## src/rtl/uv_pred_sched.sv

```systemverilog
// uv_pred_sched: walks the shared 8x8 U/V predictor through the enabled
// chroma modes (DC, TM, VE, HE) for one macroblock, with a stall watchdog.
// Ports: mb_start/mb_x/mb_y/mb_busy/mb_done - macroblock request side
//        pred_start/pred_mode/pred_x/pred_y/pred_done - predictor handshake
//        out_valid/out_mode/out_ready - result handshake to the cost stage
//        err_timeout - sticky abandoned-mode flag, cleared by the next start
module uv_pred_sched #(
  parameter int BLOCK_NUM = 10,
  parameter int TIMEOUT   = 64
) (
  input  logic                 clk,
  input  logic                 rst_n,
  input  logic                 mb_start,
  input  logic [BLOCK_NUM-1:0] mb_x,
  input  logic [BLOCK_NUM-1:0] mb_y,
  output logic                 mb_busy,
  output logic                 mb_done,
  output logic                 pred_start,
  output logic [1:0]           pred_mode,
  output logic [BLOCK_NUM-1:0] pred_x,
  output logic [BLOCK_NUM-1:0] pred_y,
  input  logic                 pred_done,
  output logic                 out_valid,
  output logic [1:0]           out_mode,
  input  logic                 out_ready,
  output logic                 err_timeout
);

  localparam int WD_W = $clog2(TIMEOUT + 1);

  typedef enum logic [2:0] {
    S_IDLE,
    S_ISSUE,
    S_WAIT,
    S_OUT,
    S_NEXT,
    S_FIN
  } state_t;

  state_t          state;
  state_t          state_nx;
  logic [3:0]      mask;
  logic [WD_W-1:0] wd;
  logic            wd_exp;
  logic            nxt_ok;
  logic [1:0]      nxt_mode;

  // The count advances on this cycle; hitting TIMEOUT-1 abandons the mode.
  assign wd_exp = (wd >= WD_W'(TIMEOUT - 2));

  // Lowest enabled mode above the current one.
  always_comb begin
    nxt_ok   = 1'b0;
    nxt_mode = pred_mode;
    for (int j = 3; j >= 0; j--) begin
      if (j > int'(pred_mode) && mask[j]) begin
        nxt_ok   = 1'b1;
        nxt_mode = 2'(j);
      end
    end
  end

  always_comb begin
    state_nx = state;
    unique case (state)
      S_IDLE:  if (mb_start) state_nx = S_ISSUE;
      S_ISSUE: state_nx = S_WAIT;
      S_WAIT: begin
        if (pred_done)   state_nx = S_OUT;
        else if (wd_exp) state_nx = S_NEXT;
      end
      S_OUT:   if (out_ready) state_nx = S_NEXT;
      S_NEXT:  state_nx = nxt_ok ? S_ISSUE : S_FIN;
      S_FIN:   state_nx = S_IDLE;
      default: state_nx = S_IDLE;
    endcase
  end

  always_ff @(posedge clk or negedge rst_n) begin
    if (!rst_n) begin
      state       <= S_IDLE;
      mask        <= '0;
      wd          <= '0;
      pred_mode   <= '0;
      pred_x      <= '0;
      pred_y      <= '0;
      err_timeout <= 1'b0;
    end else begin
      state <= state_nx;
      unique case (state)
        S_IDLE: begin
          if (mb_start) begin
            pred_x      <= mb_x;
            pred_y      <= mb_y;
            mask        <= {mb_x != '0, mb_y != '0, 2'b11};
            pred_mode   <= 2'd0;
            err_timeout <= 1'b0;
          end
        end
        S_ISSUE: wd <= '0;
        S_WAIT: begin
          if (wd != {WD_W{1'b1}}) wd <= wd + 1'b1;
          if (!pred_done && wd_exp) err_timeout <= 1'b1;
        end
        S_NEXT: if (nxt_ok) pred_mode <= nxt_mode;
        default: ;
      endcase
    end
  end

  assign mb_busy    = (state != S_IDLE);
  assign mb_done    = (state == S_FIN);
  assign pred_start = (state == S_ISSUE);
  assign out_valid  = (state == S_OUT);
  assign out_mode   = pred_mode;

endmodule

```

## config.mk

```make
export PLATFORM = sky130hd
export DESIGN_NAME = uv_pred_sched
export DESIGN_NICKNAME = d
export VERILOG_FILES = /design/src/rtl/uv_pred_sched.sv
export SDC_FILE = /design/constraint.sdc
export NUM_CORES = 1
export LEC_CHECK = 0
export CAP_MARGIN = 20
export CORE_MARGIN = 2
export CORE_UTILIZATION = 41
export CTS_BUF_LIST = sky130_fd_sc_hd__clkbuf_16
export DETAILED_ROUTE_END_ITERATION = 10
export HOLD_SLACK_MARGIN = 0.03
export PLACE_DENSITY_LB_ADDON = 0.12
export SLEW_MARGIN = 40
export SYNTH_ARGS = -nofsm -noshare
export SYNTH_HDL_FRONTEND = slang
export SYNTH_SLANG_ARGS = --single-unit
export TNS_END_PERCENT = 50
```

## constraint.sdc

```tcl
create_clock -name clk -period 3.3 [get_ports clk]
set_input_delay 0.99 -clock clk [delete_from_list [all_inputs] [get_ports clk]]
set_output_delay 0.99 -clock clk [all_outputs]
set_load 0.005 [all_outputs]
```

# Yosys cells after proc, flatten, opt, wreduce, memory -nomap -nowiden
# Index checks and enable logic that the tools add are counted.
# Widths: inputs -> output; s select.
# totals
register_bits	37
inputBits	25
elab_cells	62
# op_classes
n_addsub	1
n_lt_le_gt_ge	4
n_eq_ne	13
n_mux	20
reduce_logical	17
# op_table
cell	count
$reduce_bool 10->1	2
$mux 3	5
$pmux 3 s5	1
$pmux 7 s2	1
$mux 2	5
$ne 2x2->1 const B	4
$add 7x1->7 const B	1
$ge 7x6->1 const B	1
$mux 7	1
$ne 7x7->1 const B	1
$eq 3x2->1 const B	2
$eq 3x3->1 const B	2
$reduce_and 3->1	2
$reduce_bool 2->1	3
$mux 1	5
$gt 2x2->1 const A	2
$logic_and 1x1->1	4
$ne 4x4->1 const B	1
$pmux 2 s2	1
$reduce_and 2->1	2
$reduce_and 4->1	1
$eq 3x1->1 const B	1
$logic_not 3->1	1
$ne 3x3->1 const B	1
5 further kinds	5

# Depth between registers and ports, before layout
# Gate-level depths: netlist (run 1).
# logic_depth
depth_word	7
ltp_mapped	7
depth_no_buf	6

# Least setup slack after synthesis (run 1)
# No wires, ideal clock.
# synth_timing
kind	input-to-reg
from	in mb_start
to	reg pred_x[1]
arrival_time_ns	1.787
required_time_ns	3.172
path_slack_ns	1.386
stages	4
path_cell_list	and3_1 buf_2 buf_4 mux2_1
# synth_via
elab_chain_len	1
# synth_rtl
item	line_no	rtl
start: declaration	13	input logic mb_start,
$reduce_and 2->1 (no line)	--	
end signal: assignment	93	pred_x <= mb_x;
end: declaration	20	output logic [BLOCK_NUM-1:0] pred_x,
# Every way passes these cells.
# A chain may end at the register's enable or synchronous reset.

# Final worst setup path (run 1)
# layout_timing
from	reg state[0]
to	out mb_busy
# layout_via
elab_chain_len	1
# layout_rtl
item	line_no	rtl
start: declaration	40	state_t state;
start signal: assignment	89	state <= state_nx;
$reduce_bool 3->1	111	assign mb_busy = (state != S_IDLE);
end: declaration	16	output logic mb_busy,
# Every way passes these cells.

==> flow_metrics.py, run 1 <==
metrics = {
    "run_status": {
        "outcome": "completed",
    },
    "clocking": {
        "cts.sinks": 36,
        "cts_buffers": 5,
        "postCtsSetupBuffers": 0,
        "clock_path_buffers": 2,
        "cts_hold_buf": 0,
        "path_clk_slew_ns": 0.05,
        "cts-resized-gates": 0,
        "ctsRootBufferMaster": "clkbuf_16",
        "cts_tree": "yes",
        "htree_levels": 2,
        "clkLatencyLatePin_ns": 0.28,
    },
    "placed_design": {
        "dp_slack_ns": 0.833,
        "place_congestion": 0.753,
        "dp_hpwl_mm": 2.66,
        "io_buffers": 53,
        "placed_area_mm2": 0.00219,
        "dpl.cell_count": 241,
    },
    "power_and_ir_drop": {
        "combPwrFrac": 0.381,
        "swShare": 0.302,
        "p_switching_mw": 0.636,
        "ir_worst_vdd_uv": 419,
        "clkPwrFrac": 0.250,
        "p_int_mw": 1.47,
        "powerDensity_mw_per_mm2": 891,
        "p_seq_frac": 0.369,
        "fin_total_pwr_mw": 2.11,
        "p_leak_nw": 0.983,
    },
    "finish": {
        "final_util": 0.599,
        "fin_nets": 225,
        "area_growth_pct": 42.8,
        "fin_area_mm2": 0.00236,
        "final_cells": 249,
        "num-fill-cells": 320,
        "drive_gt1_frac": 0.0603,
        "antenna_cells": 0,
    },
    "global_route": {
        "grt_overflow": 0,
        "grt_max_degree": 37,
        "grt_use_total": 0.180,
        "grt_pass1_wl_mm": 5.99,
        "grt_pass1_vias": 1280,
        "antenna_found_initial": 0,
    },
    "sta": {
        "finalHoldViolations": 0,
        "finClkSkew_ns": 0.00292,
        "timing.fmax_ghz": 0.367,
        "setup_tns_ns": 0,
        "worst_slew_pin_slew_ns": 0.439,
        "setup_ws_ns": 0.575,
        "rsz0062_at_grt": "false",
        "finalCritPeriodShare": 0.826,
        "holdWs_ns": 0.472,
        "fin_crit_ns": 2.73,
        "setup_viol": 0,
        "slew-limit-headroom": 0.707,
        "drv_slew": 0,
    },
    "drt": {
        "num_vias": 1259,
        "drc": 0,
        "antenna_left": 0,
        "drt-total-wl_mm": 3.56,
        "drtPass1Iterations": 4,
        "post_drt_wl_per_cell_um": 14.3,
        "drt_iter0_markers": 45,
        "viasPerCell": 5.06,
    },
    "critical_path": {
        "critPathLaunchType": "register",
        "reg2reg_depth": 4,
        "rr_endpoint": "pred_y[9]$_DFFE_PN0P_",
        "path_cells": "nor2_1 -> nand2_1 -> clkdlybuf4s50_1",
        "slowest_stage": "dfrtp_1",
        "slowest_delay_ns": 0.48,
        "worst-r2r-setup-slack_ns": 1.42,
        "arrival_ns": 1.74,
        "rr_startpoint": "state[0]$_DFFE_PN0P_",
        "endpoint_kind": "output pin",
        "crit_path_max_fanout": 11,
        "cp.required_ns": 2.31,
        "criticalPathCategory": "register to output pin",
    },
    "hold_path": {
        "holdCritPathClass": "register to register",
        "hp-start": "mask[1]$_DFFE_PN0P_",
        "whs_endpoint": "mask[1]$_DFFE_PN0P_",
        "hold_depth": 1,
    },
    "die": {
        "start_util": 0.420,
        "coreArea_mm2": 0.00394,
        "rows": 23,
        "die_h_um": 67.5,
        "dieArea_mm2": 0.00456,
        "die_w_um": 67.5,
        "io_pins": 54,
    },
    "flow_run": {
        "drv_cap": 0,
    },
    "synth": {
        "syn_area_mm2": 0.00166,
        "yosysSeqAreaShare": 0.544,
        "synth_area_per_cell_um2": 11.4,
        "syn-instance-count": 145,
        "ys_seq_elements": 36,
        "synth_cell_types": 37,
        "yosys_warnings": 0,
        "syn-num-nets": 172,
    },
}
[worst max-delay path, delay by kind of cell (launching register included)]
| kind | cells | cell delay, ns |
|---|---|---|
| AND/OR/NAND/NOR | 2 | 0.51 |
| flip-flops | 1 | 0.48 |
| buffers and inverters | 1 | 0.46 |
[area by class of cell]
| cell class | count | area (µm²) | area share |
|---|---|---|---|
| clock buffer | 5 | 125 | 0.0529 |
| multi-input combinational | 94 | 671 | 0.284 |
| timing repair buffer | 54 | 536 | 0.227 |
| clock inverter | 3 | 42.5 | 0.0180 |
| inverter | 7 | 26.3 | 0.0111 |
| tap | 50 | 62.6 | 0.0265 |
| sequential | 36 | 901 | 0.381 |
[flip-flops by register name (all words and copies together) (netlist names)]
register / cells
err_timeout: 1
mask: 3
out_mode: 2
pred_x: 10
pred_y: 10
state: 3
wd: 7
[cell families (layout without fill, tap and decap cells)]
family / count (synthesis) / in the layout / share of synthesized area
AND/OR/NAND/NOR: 42 / 42 / 0.138
multiplexers: 22 / 22 / 0.149
buffers and inverters: 15 / 69 / 0.0506
flip-flops: 36 / 36 / 0.544
AO/OA/AOI/OAI: 28 / 28 / 0.104
adder cells (fa/ha/maj): 2 / 2 / 0.0151
[routing by layer]
metal / wire [µm] / global-route usage / vias to the layer above / part of all wire
met2: 1750 / 0.275 / 37 / 0.49
met4: 63 / 0.0842 / 0 / 0.018
met1: 1530 / 0.240 / 595 / 0.43
met3: 210 / 0.0467 / 7 / 0.059
li1: - / - / 620 / -
met5: 0 / 0 / - / 0
[how the worst max path moves through the flow]
stage,start,endpoint,cells past startpoint
global route,state[0]$_DFFE_PN0P_,mb_busy,3
global placement,mb_start,pred_x[3]$_DFFE_PN0P_,4
CTS,state[0]$_DFFE_PN0P_,mb_busy,3
finish,state[0]$_DFFE_PN0P_,mb_busy,3
detailed placement,mb_start,pred_y[2]$_DFFE_PN0P_,4
floorplan,mb_start,pred_x[1]$_DFFE_PN0P_,4
[synthesized netlist by cell type]
cell,number,area [µm²]
a22oi_1,1,7.51
and2_1,1,6.26
nand2_1,8,30.0
nand3_1,4,20.0
dfrtp_1,36,901
nor2b_1,1,6.26
buf_6,1,11.3
inv_1,7,26.3
nor3_1,4,20.0
nand2b_4,1,13.8
a311o_1,1,10.0
a31oi_1,4,25.0
o21ai_1,6,30.0
o31ai_1,1,7.51
o21ai_0,2,10.0
a21o_1,1,7.51
o21a_1,1,7.51
o211ai_1,2,15.0
nor2_1,8,30.0
or2_1,2,12.5
a21oi_1,6,30.0
mux2i_1,1,10.0
nor4_1,2,12.5
nand2b_1,2,12.5
nand4_1,1,6.26
or4_1,2,15.0
and4_4,1,11.3
buf_4,5,37.5
ha_1,2,25.0
clkbuf_1,1,3.75
o22ai_1,2,12.5
or2_0,1,6.26
or3_1,2,12.5
buf_2,1,5.00
a2111oi_0,1,8.76
and3_1,2,12.5
mux2_1,21,236
[power groups by stage]
stage               sequential, mW  combinational, mW  clock, mW
floorplan                    0.742              0.420          0
global placement             0.774              0.788          0
detailed placement           0.779              0.809          0
CTS                          0.779              0.816      0.537
global route                 0.809              0.882      0.562
finish                       0.777              0.803      0.526
[placed cells by master, fill, tap and decap left out, types with 4 or more instances in the layout]
cell type and count:
a21oi_1 6, a31oi_1 4, clkbuf_16 5, clkdlybuf4s50_1 52, dfrtp_1 36, inv_1 7
mux2_1 21, nand2_1 8, nand3_1 4, nor2_1 8, nor3_1 4, o21ai_1 6
Power figures use the tool's default switching activity.
==> inputs of run 2 (changes only) <==
- clock period: 3.3 -> 2.7 ns (I/O delays scaled with it)
==> flow_metrics.py, run 2 (synthesis results as in run 1) <==
metrics = {
    "critical_path": {
        "rr_endpoint": "pred_x[9]$_DFFE_PN0P_",
        "path_cells": "nor2_1 -> nand2_1 -> clkdlybuf4s50_1",
        "rr_startpoint": "state[0]$_DFFE_PN0P_",
        "worst-r2r-setup-slack_ns": 0.90,
        "reg2reg_depth": 4,
        "slowest_delay_ns": 0.47,
        "slowest_stage": "dfrtp_1",
        "worstSetupStartpoint": "state[0]$_DFFE_PN0P_",
        "critPathLaunchType": "register",
        "cp-endpoint": "mb_busy",
        "cp.required_ns": 1.89,
        "endpoint_kind": "output pin",
        "arrival_ns": 1.72,
        "crit_path_max_fanout": 11,
        "criticalPathCategory": "register to output pin",
    },
    "drt": {
        "drc": 0,
        "drt_iter0_markers": 51,
        "drt-total-wl_mm": 3.46,
        "viasPerCell": 5.19,
        "antenna_left": 0,
        "num_vias": 1293,
        "drtPass1Iterations": 4,
        "post_drt_wl_per_cell_um": 13.9,
    },
    "power_and_ir_drop": {
        "powerDensity_mw_per_mm2": 1050,
        "ir_worst_vdd_uv": 571,
        "p_leak_nw": 0.975,
    },
    "finish": {
        "area_growth_pct": 41.9,
        "drive_gt1_frac": 0.0503,
        "mostFrequentLayoutCell": "clkdlybuf4s50_1",
        "fin_nets": 225,
        "final_util": 0.596,
        "antenna_cells": 0,
        "final_cell_mix": "clkdlybuf4s50_1 (52), dfrtp_1 (36), mux2_1 (21)",
        "reg_top3": "pred_x x10, pred_y x10, wd x7",
    },
    "sta": {
        "holdWs_ns": 0.473,
        "setup_ws_ns": 0.165,
        "drv_slew": 0,
        "timing.fmax_ghz": 0.395,
        "fin_crit_ns": 2.53,
        "slew-limit-headroom": 0.704,
        "finalCritPeriodShare": 0.939,
        "worst_slew_pin_slew_ns": 0.444,
        "setup_tns_ns": 0,
        "finalHoldViolations": 0,
        "rsz0062_at_grt": "false",
        "setup_viol": 0,
        "finClkSkew_ns": 0.00393,
    },
    "clocking": {
        "clkLatencyLatePin_ns": 0.27,
        "cts_buffers": 5,
        "path_clk_slew_ns": 0.05,
        "cts.sinks": 36,
        "clock_path_buffers": 2,
        "htree_levels": 2,
        "ctsRootBufferMaster": "clkbuf_16",
        "postCtsSetupBuffers": 0,
        "cts-resized-gates": 0,
        "cts_tree": "yes",
        "cts_hold_buf": 0,
    },
    "placed_design": {
        "dp_hpwl_mm": 2.59,
        "place_congestion": 0.721,
        "dp_slack_ns": 0.465,
        "io_buffers": 53,
    },
    "die": {
        "start_util": 0.420,
        "die_w_um": 67.5,
        "io_pins": 54,
        "die_h_um": 67.5,
        "dieArea_mm2": 0.00456,
        "coreArea_mm2": 0.00394,
        "rows": 23,
    },
    "global_route": {
        "antenna_found_initial": 0,
        "grt_overflow": 0,
        "grt_use_total": 0.176,
        "grt_max_degree": 37,
        "grt_pass1_wl_mm": 5.90,
        "grt_pass1_vias": 1317,
    },
    "flow_run": {
        "drv_cap": 0,
    },
    "run_status": {
        "outcome": "completed",
    },
    "hold_path": {
        "holdCritPathClass": "register to register",
        "hold_depth": 1,
    },
}
-- run 2: cell count changes in the layout (fill, tap and decap cells not counted) --
cell	previous run	this run
clkinv_1	0	1
bufinv_16	1	0
buf_4	2	1
inv_1	7	8
clkinv_2	1	0
buf_12	0	1
-- run 2: cell type report --
type	instances	area (µm²)
clock buffers	5	125
well taps	50	62.6
multi-input cells	94	671
fillers	333	1590
inverters	7	26.3
flip-flops and latches	36	901
clock inverters	3	15.0
repair buffers	54	548
-- run 2: where the power goes --
| part | internal (mW) | switching [mW] |
|---|---|---|
| registers | 0.759 | 0.183 |
| logic | 0.617 | 0.385 |
| clock network | 0.334 | 0.199 |
-- run 2: worst min path at each step --
stage	start	end	slack, ns
5_1_grt	pred_x[5]$_DFFE_PN0P_	pred_x[5]$_DFFE_PN0P_	0.51
3_3_place_gp	mask[1]$_DFFE_PN0P_	mask[1]$_DFFE_PN0P_	0.46
3_5_place_dp	mask[1]$_DFFE_PN0P_	mask[1]$_DFFE_PN0P_	0.46
2_1_floorplan	mask[1]$_DFFE_PN0P_	mask[1]$_DFFE_PN0P_	0.43
4_1_cts	mask[1]$_DFFE_PN0P_	mask[1]$_DFFE_PN0P_	0.47
6_report	mask[1]$_DFFE_PN0P_	mask[1]$_DFFE_PN0P_	0.47
-- run 2: metal layers --
metal | up-vias | share of wire | routed length (µm) | global-route usage
li1 | 625 | - | - | -
met2 | 44 | 0.50 | 1730 | 0.278
met5 | - | 0 | 0 | 0
met1 | 618 | 0.42 | 1470 | 0.216
met4 | 0 | 0.015 | 52 | 0.0791
met3 | 6 | 0.062 | 215 | 0.0617
-- run 2: through the flow --
step	total power [mW]	cell area (µm²)	instances
4_1_cts	2.51	2350	249
5_1_grt	2.66	2350	249
3_3_place_gp	1.92	2210	241
6_report	2.48	2350	249
3_5_place_dp	1.96	2210	241
2_1_floorplan	1.42	1660	145
-- run 2: critical path, delay by kind of cell (launching register included) --
| kind | cells | cell delay (ns) |
|---|---|---|
| buffers and inverters | 1 | 0.46 |
| AND/OR/NAND/NOR | 2 | 0.52 |
| flip-flops | 1 | 0.47 |
